File: config.mk
export PLATFORM = sky130hd
export DESIGN_NAME = exe_stage
export DESIGN_NICKNAME = d
export VERILOG_FILES = /design/src/rtl/arm_pkg.sv /design/src/rtl/val2_generator.sv /design/src/rtl/exe_stage.sv
export SDC_FILE = /design/constraint.sdc
export NUM_CORES = 1
export LEC_CHECK = 0
export BUFFER_PORTS_ARGS = -buffer_cell sky130_fd_sc_hd__buf_2
export CORE_MARGIN = 2
export CORE_UTILIZATION = 35
export DETAILED_ROUTE_END_ITERATION = 16
export GPL_TIMING_DRIVEN = 0
export SYNTH_ARGS = -nofsm -noshare
export SYNTH_HDL_FRONTEND = slang
export SYNTH_HIERARCHICAL = 1
export SYNTH_SLANG_ARGS = --single-unit
File: constraint.sdc
create_clock -name clk -period 6.9 [get_ports clk]
set_input_delay 0.345 -clock clk [delete_from_list [all_inputs] [get_ports clk]]
set_output_delay 0.345 -clock clk [all_outputs]
set_load 0.01 [all_outputs]
File: src/rtl/arm_pkg.sv
// +----------------------------------------------------------------------+
// | arm_pkg : shared opcodes, flag indices, shift codes, MUL FSM states  |
// | Rev 1.0 : initial release                                            |
// +----------------------------------------------------------------------+
`default_nettype none

package arm_pkg;

  localparam logic [3:0] c_EXE_NOP = 4'b0000;
  localparam logic [3:0] c_EXE_MOV = 4'b0001;
  localparam logic [3:0] c_EXE_MVN = 4'b1001;
  localparam logic [3:0] c_EXE_ADD = 4'b0010;
  localparam logic [3:0] c_EXE_ADC = 4'b0011;
  localparam logic [3:0] c_EXE_SUB = 4'b0100;
  localparam logic [3:0] c_EXE_SBC = 4'b0101;
  localparam logic [3:0] c_EXE_AND = 4'b0110;
  localparam logic [3:0] c_EXE_ORR = 4'b0111;
  localparam logic [3:0] c_EXE_EOR = 4'b1000;
  localparam logic [3:0] c_EXE_MUL = 4'b1111;

  localparam int c_FLAG_N = 3;
  localparam int c_FLAG_Z = 2;
  localparam int c_FLAG_C = 1;
  localparam int c_FLAG_V = 0;

  localparam logic [1:0] c_SHIFT_LSL = 2'b00;
  localparam logic [1:0] c_SHIFT_LSR = 2'b01;
  localparam logic [1:0] c_SHIFT_ASR = 2'b10;
  localparam logic [1:0] c_SHIFT_ROR = 2'b11;

  typedef enum logic [1:0] {
    c_MUL_IDLE = 2'd0,
    c_MUL_BUSY = 2'd1,
    c_MUL_DONE = 2'd2
  } mul_state_e;

  function automatic logic [31:0] ror32(input logic [31:0] v, input logic [4:0] n);
    logic [63:0] dbl;
    dbl = {v, v} >> n;
    return dbl[31:0];
  endfunction

endpackage

`default_nettype wire

File: src/rtl/val2_generator.sv
// +----------------------------------------------------------------------+
// | val2_generator : second ALU operand (offset, rotated imm, shifted Rm)|
// | Rev 1.0 : initial release                                            |
// +----------------------------------------------------------------------+
`default_nettype none

module val2_generator
  import arm_pkg::*;
(
  input  logic [31:0] Val_Rm_i,
  input  logic        imm_i,
  input  logic [11:0] Shift_operand_i,
  input  logic        mem_access_i,
  output logic [31:0] Val2_o
);

  logic [4:0]         w_shamt;
  logic signed [31:0] w_asr;

  assign w_shamt = Shift_operand_i[11:7];
  assign w_asr   = $signed(Val_Rm_i) >>> w_shamt;

  // A zero shift amount is the identity for every shift type here.
  always_comb begin
    Val2_o = Val_Rm_i;
    if (mem_access_i) begin
      Val2_o = {20'd0, Shift_operand_i};
    end else if (imm_i) begin
      Val2_o = ror32({24'd0, Shift_operand_i[7:0]}, {Shift_operand_i[11:8], 1'b0});
    end else begin
      case (Shift_operand_i[6:5])
        c_SHIFT_LSL: Val2_o = Val_Rm_i << w_shamt;
        c_SHIFT_LSR: Val2_o = Val_Rm_i >> w_shamt;
        c_SHIFT_ASR: Val2_o = w_asr;
        default:     Val2_o = ror32(Val_Rm_i, w_shamt);
      endcase
    end
  end

endmodule

`default_nettype wire

File: src/rtl/exe_stage.sv
// +----------------------------------------------------------------------+
// | exe_stage : ALU, branch target, NZCV and iterative shift-add MUL     |
// | Option   : MUL_EARLY_TERM_EN ends MUL once remaining multiplier is 0 |
// | Rev 1.0 : initial release                                            |
// +----------------------------------------------------------------------+
`default_nettype none

module exe_stage
  import arm_pkg::*;
#(
  parameter int MUL_CYCLES = 32
) (
  input  logic        clk,
  input  logic        rst,
  input  logic        flush,
  input  logic        WB_EN,
  input  logic        MEM_R_EN,
  input  logic        MEM_W_EN,
  input  logic        B,
  input  logic        S,
  input  logic [3:0]  EXE_CMD,
  input  logic [31:0] PC,
  input  logic [31:0] Val_Rn,
  input  logic [31:0] Val_Rm,
  input  logic        imm,
  input  logic [11:0] Shift_operand,
  input  logic [23:0] Signed_imm_24,
  output logic [31:0] ALU_Res,
  output logic [31:0] Br_Addr,
  output logic [3:0]  status,
  output logic        stall
);

  localparam int                 c_CNT_W    = $clog2(MUL_CYCLES + 1);
  localparam logic [c_CNT_W-1:0] c_LAST_CNT = c_CNT_W'(MUL_CYCLES - 1);

  mul_state_e         state_q, state_d;
  logic [31:0]        mcand_q, mcand_d, mplier_q, mplier_d, acc_q, acc_d;
  logic [c_CNT_W-1:0] cnt_q, cnt_d;
  logic [3:0]         status_q, status_d;

  logic [31:0] w_val2, w_res, w_opb;
  logic [32:0] w_sum;
  logic        w_arith, w_logic, w_mul, w_v, w_last, w_skip, w_upd;
  logic        w_unused;

  assign w_unused = WB_EN;

  val2_generator u_val2 (
    .Val_Rm_i        (Val_Rm),
    .imm_i           (imm),
    .Shift_operand_i (Shift_operand),
    .mem_access_i    (MEM_R_EN | MEM_W_EN),
    .Val2_o          (w_val2)
  );

  // Subtraction is Rn + ~Val2 + cin, so the carry-out is already NOT borrow.
  always_comb begin
    w_sum   = 33'd0;
    w_opb   = w_val2;
    w_res   = 32'd0;
    w_arith = 1'b0;
    w_logic = 1'b0;
    w_mul   = 1'b0;
    case (EXE_CMD)
      c_EXE_MOV: begin w_res = w_val2;          w_logic = 1'b1; end
      c_EXE_MVN: begin w_res = ~w_val2;         w_logic = 1'b1; end
      c_EXE_AND: begin w_res = Val_Rn & w_val2; w_logic = 1'b1; end
      c_EXE_ORR: begin w_res = Val_Rn | w_val2; w_logic = 1'b1; end
      c_EXE_EOR: begin w_res = Val_Rn ^ w_val2; w_logic = 1'b1; end
      c_EXE_ADD: begin
        w_sum   = {1'b0, Val_Rn} + {1'b0, w_opb};
        w_arith = 1'b1;
      end
      c_EXE_ADC: begin
        w_sum   = {1'b0, Val_Rn} + {1'b0, w_opb} + {32'd0, status_q[c_FLAG_C]};
        w_arith = 1'b1;
      end
      c_EXE_SUB: begin
        w_opb   = ~w_val2;
        w_sum   = {1'b0, Val_Rn} + {1'b0, w_opb} + 33'd1;
        w_arith = 1'b1;
      end
      c_EXE_SBC: begin
        w_opb   = ~w_val2;
        w_sum   = {1'b0, Val_Rn} + {1'b0, w_opb} + {32'd0, status_q[c_FLAG_C]};
        w_arith = 1'b1;
      end
      c_EXE_MUL: begin w_res = acc_q; w_mul = 1'b1; end
      default: ;
    endcase
    if (w_arith) w_res = w_sum[31:0];
  end

  assign w_v = (Val_Rn[31] == w_opb[31]) && (w_sum[31] != Val_Rn[31]);

`ifdef MUL_EARLY_TERM_EN
  assign w_last = (cnt_q == c_LAST_CNT) || (mplier_q[31:1] == 31'd0);
  assign w_skip = (Val_Rm == 32'd0);
`else
  assign w_last = (cnt_q == c_LAST_CNT);
  assign w_skip = 1'b0;
`endif

  always_comb begin
    state_d  = state_q;
    mcand_d  = mcand_q;
    mplier_d = mplier_q;
    acc_d    = acc_q;
    cnt_d    = cnt_q;
    stall    = 1'b0;
    case (state_q)
      c_MUL_IDLE: begin
        if (w_mul) begin
          stall    = 1'b1;
          mcand_d  = Val_Rn;
          mplier_d = Val_Rm;
          acc_d    = 32'd0;
          cnt_d    = '0;
          state_d  = w_skip ? c_MUL_DONE : c_MUL_BUSY;
        end
      end
      c_MUL_BUSY: begin
        stall    = 1'b1;
        acc_d    = mplier_q[0] ? acc_q + mcand_q : acc_q;
        mcand_d  = mcand_q << 1;
        mplier_d = mplier_q >> 1;
        cnt_d    = cnt_q + 1'b1;
        if (w_last) state_d = c_MUL_DONE;
      end
      default: state_d = c_MUL_IDLE;
    endcase
    if (flush) begin
      state_d = c_MUL_IDLE;
      stall   = 1'b0;
    end
  end

  assign w_upd = S && !stall && !flush && !B;

  always_comb begin
    status_d = status_q;
    if (w_upd) begin
      if (w_arith) begin
        status_d = {w_res[31], (w_res == 32'd0), w_sum[32], w_v};
      end else if (w_logic || (w_mul && state_q == c_MUL_DONE)) begin
        status_d[c_FLAG_N] = w_res[31];
        status_d[c_FLAG_Z] = (w_res == 32'd0);
      end
    end
  end

  always_ff @(posedge clk) begin
    if (!rst) begin
      state_q  <= c_MUL_IDLE;
      mcand_q  <= 32'd0;
      mplier_q <= 32'd0;
      acc_q    <= 32'd0;
      cnt_q    <= '0;
      status_q <= 4'b0000;
    end else begin
      state_q  <= state_d;
      mcand_q  <= mcand_d;
      mplier_q <= mplier_d;
      acc_q    <= acc_d;
      cnt_q    <= cnt_d;
      status_q <= status_d;
    end
  end

  assign ALU_Res = w_res;
  assign Br_Addr = PC + {{6{Signed_imm_24[23]}}, Signed_imm_24, 2'b00};
  assign status  = status_q;

endmodule

`default_nettype wire

=== Word level (Yosys, flattened, before mapping) ===
Index checks and enable logic that the tools add are counted.

* $lt $le $gt $ge: 0
* Eq/ne operators: 20
* $mul: 0
* Reduce and logical (&&, ||, !) cells: 23
* Shifts and indexed selects: 5
* Bitwise gates (word level): 6
* $add $sub $neg: 8
* Divide/modulo/power cells: 0
* Mux-type cells: 27

{| class="wikitable"
|+ Operators by type and width
! operator !! number
|-
| 32-bit two-way mux || 8
|-
| 32-bit one-hot mux with 2 select lines || 3
|-
| 32-bit one-hot mux with 6 select lines || 1
|-
| 33-bit one-hot mux with 4 select lines || 1
|-
| 32-bit one-hot mux with 3 select lines || 1
|-
| 32-bit by 32-bit adder with 33-bit output || 2
|-
| 33-bit by 1-bit adder with 33-bit output || 2
|-
| 32-bit adder || 2
|-
| 64-bit by 5-bit >> shifter with 32-bit output || 1
|-
| 40-bit by 5-bit >> shifter with 32-bit output || 1
|-
| 33-bit by 1-bit adder with 33-bit output, second input constant || 1
|-
| 32-bit bitwise AND || 1
|-
| 32-bit logical NOT || 1
|-
| 32-bit inverter || 1
|-
| 32-bit bitwise OR || 1
|-
| 32-bit by 5-bit left shift with 32-bit output || 1
|-
| 32-bit by 5-bit >> shifter with 32-bit output || 1
|-
| 32-bit by 5-bit >>> shifter with 32-bit output || 1
|-
| 32-bit XOR || 1
|-
| 4-bit by 3-bit equality test with 1-bit output, second input constant || 4
|-
| 4-bit equality test, second input constant || 3
|-
| 6-bit one-hot mux with 2 select lines || 1
|-
| 4-bit by 2-bit equality test with 1-bit output, second input constant || 2
|-
| 2-bit two-way mux || 4
|-
| 24 further kinds || 44
|}

* RAM bits: 0
* Bits of input ports: 145
* Register bits: 108
* ROM bits: 0
* Output and inout bits: 69
* Memories: 0
* Bits in latches: 0

=== Longest topological paths before layout ===
* Depth in word-level cells: 12
* Depth in mapped cells: 31
* Depth with buffers taken out: 25

=== By module ===
Netlist, hierarchy kept.

{| class="wikitable"
|+ Modules (own cells, without submodules)
! module !! seq. area each (µm²) !! cells an instance !! times used !! area an instance (µm²)
|-
| exe_stage || 2162.1 || 2388 || 1 || 16674.7
|-
| val2_generator || 0.0 || 871 || 1 || 6321.1
|}

=== Least setup slack after synthesis ===
OpenSTA, ideal clock, no wires.

* Kind: input to register
* Start: in Shift_operand[8]
* End: reg status_q[2] (netlist: status[2])
* Path slack: 309 ps
* Buffers on the path: 4
* Library setup time: 80 ps
* Arrival time: 6511 ps
* Cell stages on the path: 28
* Path through: buf_4 buf_6 or2_2 buf_4 o22ai_1 nor2_1 a211oi_1 o21ai_0 a32oi_1 inv_1 ha_1 fa_1 nand2b_2 a211oi_2 o311ai_0 o211ai_1 or3_1 a2111oi_4 and4_1 buf_2 xor2_1 a21o_1 a2111o_1 nor4_1 nor4b_2 o2111ai_1 or4_1 o22ai_2

* Longest elaborated chain between the ends: 12

{| class="wikitable"
|+ RTL lines
! what !! RTL line !! source
|-
| start, declared || exe_stage.sv:26 || <nowiki>input logic [11:0] Shift_operand,</nowiki>
|-
| 64-bit by 5-bit >> shifter with 32-bit output, or another cell as far along || arm_pkg.sv:39 || <nowiki>dbl = {v, v} >> n;</nowiki>
|-
| 32-bit one-hot mux with 3 select lines || val2_generator.sv:31 || <nowiki>case (Shift_operand_i[6:5])</nowiki>
|-
| 32-bit two-way mux (*) || val2_generator.sv:28 || <nowiki>end else if (imm_i) begin</nowiki>
|-
| 32-bit two-way mux (*) || val2_generator.sv:26 || <nowiki>if (mem_access_i) begin</nowiki>
|-
| named net w_val2[0] || exe_stage.sv:42 || <nowiki>logic [31:0] w_val2, w_res, w_opb;</nowiki>
|-
| 32-bit inverter || exe_stage.sv:67, exe_stage.sv:80, exe_stage.sv:85 ||
|-
| 32-bit by 32-bit adder with 33-bit output || exe_stage.sv:81, exe_stage.sv:86 ||
|-
| 33-bit by 1-bit adder with 33-bit output, on equally long branches || exe_stage.sv:86, exe_stage.sv:81 ||
|-
| 33-bit one-hot mux with 4 select lines || exe_stage.sv:65 || <nowiki>case (EXE_CMD)</nowiki>
|-
| 32-bit two-way mux (*) || exe_stage.sv:92 || <nowiki>if (w_arith) w_res = w_sum[31:0];</nowiki>
|-
| 32-bit logical NOT (*) || exe_stage.sv:145, exe_stage.sv:148 ||
|-
| 2-bit two-way mux || exe_stage.sv:146 || <nowiki>end else if (w_logic || (w_mul && state_q == c_MUL_DONE)) begin</nowiki>
|-
| 2-bit two-way mux (*) || exe_stage.sv:144 || <nowiki>if (w_arith) begin</nowiki>
|-
| end signal, assigned || exe_stage.sv:167 || <nowiki>status_q <= status_d;</nowiki>
|-
| end, declared || exe_stage.sv:40 || <nowiki>logic [3:0] status_q, status_d;</nowiki>
|}

Mark *: on every way through the listed nets, which the timed path passes. The rest lies on a longest branch. The select of a mux whose other input is x is not followed.
A chain may end at the register's enable or synchronous reset.

=== Final worst setup path ===
* Start: in Shift_operand[7]
* End: reg status_q[2] (netlist: status[2])

Same word-level chain as after synthesis.

==> results.md <==
- Outcome: finished, violations left
- Failing checks: setup timing
- P&R area growth vs syn: 25.9%
- Syn avg cell area: just over 7 um2
- Vias per cell: ~6.6
- WL final: approximately 140,000 um
- Crit end category: register
- Post-synth top area share: a little under a tenth
- Multiplexer share of the synthesized area: 11.1%
- Placed cell count: 4,319
- Most used cell, CP: buf_12
- Core footprint: 64,700 um2
- VDD IR max: approximately 0.000095 V
- Max incr delay on CP: 620 ps
- Largest net degree at the start of global routing: 23
- Critical path origin: Shift_operand[7]
- Area share of fa/ha/maj cells after synthesis: about a tenth
- DP HPWL: 106,000 um
- Height of the die: 260 um
- Clock Skews: around 12 ps
- CP max FO: 10
- CTS H-tree lvls: 3
- R2R depth: 14
- Max Cap Viol: 0
- IO buf count: 204
- Post-synthesis compound-gate area fraction: 32.7%
- Clk pin slew, worst setup/hold paths: 90 ps
- GRT Residual Overflow: 0
- Tot GR Track Use: 38.4%
- Sequential element share of the synthesized area: 9.40%
- Worst r2r dst: status[2]$_SDFFE_PN0P_
- Initial Utilization: 35.5%
- Setup CP Type: in2reg
- Simple-gate share of the synthesized area: 23.7%
- Most frequent cells in the layout: nor2_1, nand2_1, a21oi_1, buf_2, ha_1
- Non-Filler Instances: 4,446
- Clock buffer depth: 2
- Max transition margin: 13.6%
- Die width: 260 um
- Total clock buffers created by CTS: 9
- Multi-input logic area: 21,300 um2
- Minimum clock period after layout: between 7000 and 8000 ps
- Final count of negative-setup-slack endpoints: 8
- Leakage: around 11 nW
- Hold Crit Class: in2reg
- Yosys reg bits: around 110
- FMAX: 0.138 GHz
- CTS root buf: clkbuf_16
- Fillers: 6,828
- Most common cell after layout, fill and taps aside: nor2_1
- Final hold violations: 0
- Worst-Skew Late Latency: approximately 370 ps
- Clock sinks: 108
- Max-slew violation count: 0
- Antenna-violating nets left: 0
- Unrepaired setup endpoints after global routing: true
- Setup ws final: -328 ps
- Syn Nets: between 3,000 and 4,000
- Reg2Reg Setup Slack: 1430 ps
- Hold path startpoint: flush
- Drt initial violations: 3,673
- EDFF count, synth: 0
- Largest family of logic cells by synthesized area: compound AO/OA/AOI/OAI gates
- Reg-to-Reg Start: state_q[1]$_SDFFE_PP0P_
- Die area: 67,800 um2
- Post-Synth XOR/XNOR Area: 6.06%
- Ys Warns: 6
- Setup TNS: -1060 ps
- Nets@finish: 3,900
- Async set or reset register ratio after synthesis: 0%
- Storage cell area: 2160 um2
- Drt pass-1 iters: 6
- Post-Syn Area: around 23,000 um2
- Top post-synthesis cells by area: dfxtp_1, ha_1, nor2_1
- IO Pins: 214
- Synth Instances: 3,259
- Via count: between 20,000 and 30,000
- Final GP Congestion: 1.08
- Cell Rows: 93
- Post-synth cell types: 110
- Vias in the first global route: 28,000
- Crit path DAT: 7530 ps
- Synth area leader: dfxtp_1
- Crit path required time: between 7000 and 8000 ps
- Routed length per placed instance: 30.4 um
- Share of post-route cells with drive strength above 1: 25.4%
- CP startpoint kind: input pin
- Tcrit/Tclk final: 105%
- Pin slew with the least headroom to its limit: ~1300 ps
- CTS tree: yes
- DRC Markers: 0
- Total power: 3.92 mW
- Slowest-stage cell, CP: or4_4
- PwrDens: 135 nW/um2
- Initial antenna violation count: 3
- First-pass GRT wire length: 192,000 um
- Synth Flop Type: dfxtp_1
- Worst setup endpoint: status[2]$_SDFFE_PN0P_
## cells by family after synthesis
logic type / Yosys count
XOR/XNOR: 159
multiplexers: 204
buffers and inverters: 392
flip-flops: 108
AND/OR/NAND/NOR: 1150
adder cells (fa/ha/maj): 173
AO/OA/AOI/OAI: 1073
## report_power, final
part | leakage (nW) | internal [mW] | switching, mW
registers | 0.876 | 0.642 | 0.0148
logic | 10.4 | 0.988 | 1.73
clock network | 0.152 | 0.261 | 0.281
total | 11.4 | 1.89 | 2.03
## state kept, by name, summed over array words and instances, names as in the netlist
signal    flops
acc_q        32
mcand_q      32
mplier_q     32
cnt_q         6
status        4
state_q       2
## critical path: cells and delay by family
family	cells	cell delay, ps
simple gates	9	3140
compound gates	10	2680
buf+inv	7	980
fa+ha+maj	1	180
mux	1	160
## stage by stage
step | util (%) | worst slack, ps | instance area [um2] | hold WS [ps]
floorplan | - | 309 | 23000 | 428
global placement | 38.8 | -3390 | 25100 | 463
detailed placement | 38.8 | -3250 | 25100 | 467
CTS | 43.8 | -39.1 | 28300 | 193
global route | 44.8 | -391 | 29000 | 210
finish | 44.8 | -328 | 29000 | 194
## worst min path at each step
stage,end,depth (start not counted)
after floorplan,state_q[0]$_SDFFE_PP0P_,1
after global placement,mplier_q[3]$_SDFFE_PN0P_,2
after detailed placement,mplier_q[19]$_SDFFE_PN0P_,2
after CTS,state_q[0]$_SDFFE_PP0P_,2
after global routing,state_q[0]$_SDFFE_PP0P_,2
final,state_q[0]$_SDFFE_PP0P_,2
## cell type report
class | instances | area share, %
inverters | 151 | 2.08
flip-flops and latches | 108 | 7.47
plain buffers | 223 | 4.80
clock buffers | 9 | 0.778
diodes | 4 | 0.0346
well taps | 855 | 3.69
multi-input cells | 2759 | 73.7
clock inverters | 7 | 0.315
repair buffers | 330 | 7.13
## timing repair
action / 4_1_cts / 5_1_grt
resized for setup: 497 / 101
pin swaps: 79 / 64
setup buffers: 95 / 30
endpoints found under the setup margin: 31 / 14
hold buffers: 0 / 0
## synthesized netlist by cell type, drive strengths merged (9+ instances only)
cell	instances
nor2	371
nand2	322
a21oi	265
ha	169
o21ai	164
clkbuf	159
inv	142
xnor2	122
mux2i	117
dfxtp	108
nor3	87
a211oi	84
buf	82
nand3	75
a311oi	67
mux2	52
a22oi	48
a31oi	43
nand2b	43
xor2	37
a221oi	36
nand4	36
nor2b	36
mux4	35
o22ai	35
a21o	32
or2	29
o211ai	28
and3	26
nor4	26
o21a	24
o31ai	23
o221ai	22
or3	19
a2111oi	17
o21bai	17
a211o	16
and2	15
or4	15
a21boi	14
o211a	14
o2111ai	11
o32ai	11
clkinv	9
o221a	9
## routing by layer
layer	wire length, um	global-route usage, %	vias up
li1	-	-	12900
met1	50600	46.0	14000
met2	59900	62.1	1906
met3	12700	7.47	552
met4	12000	26.4	2
met5	15	0	-
Note: power is estimated with default switching activity, not from simulation.
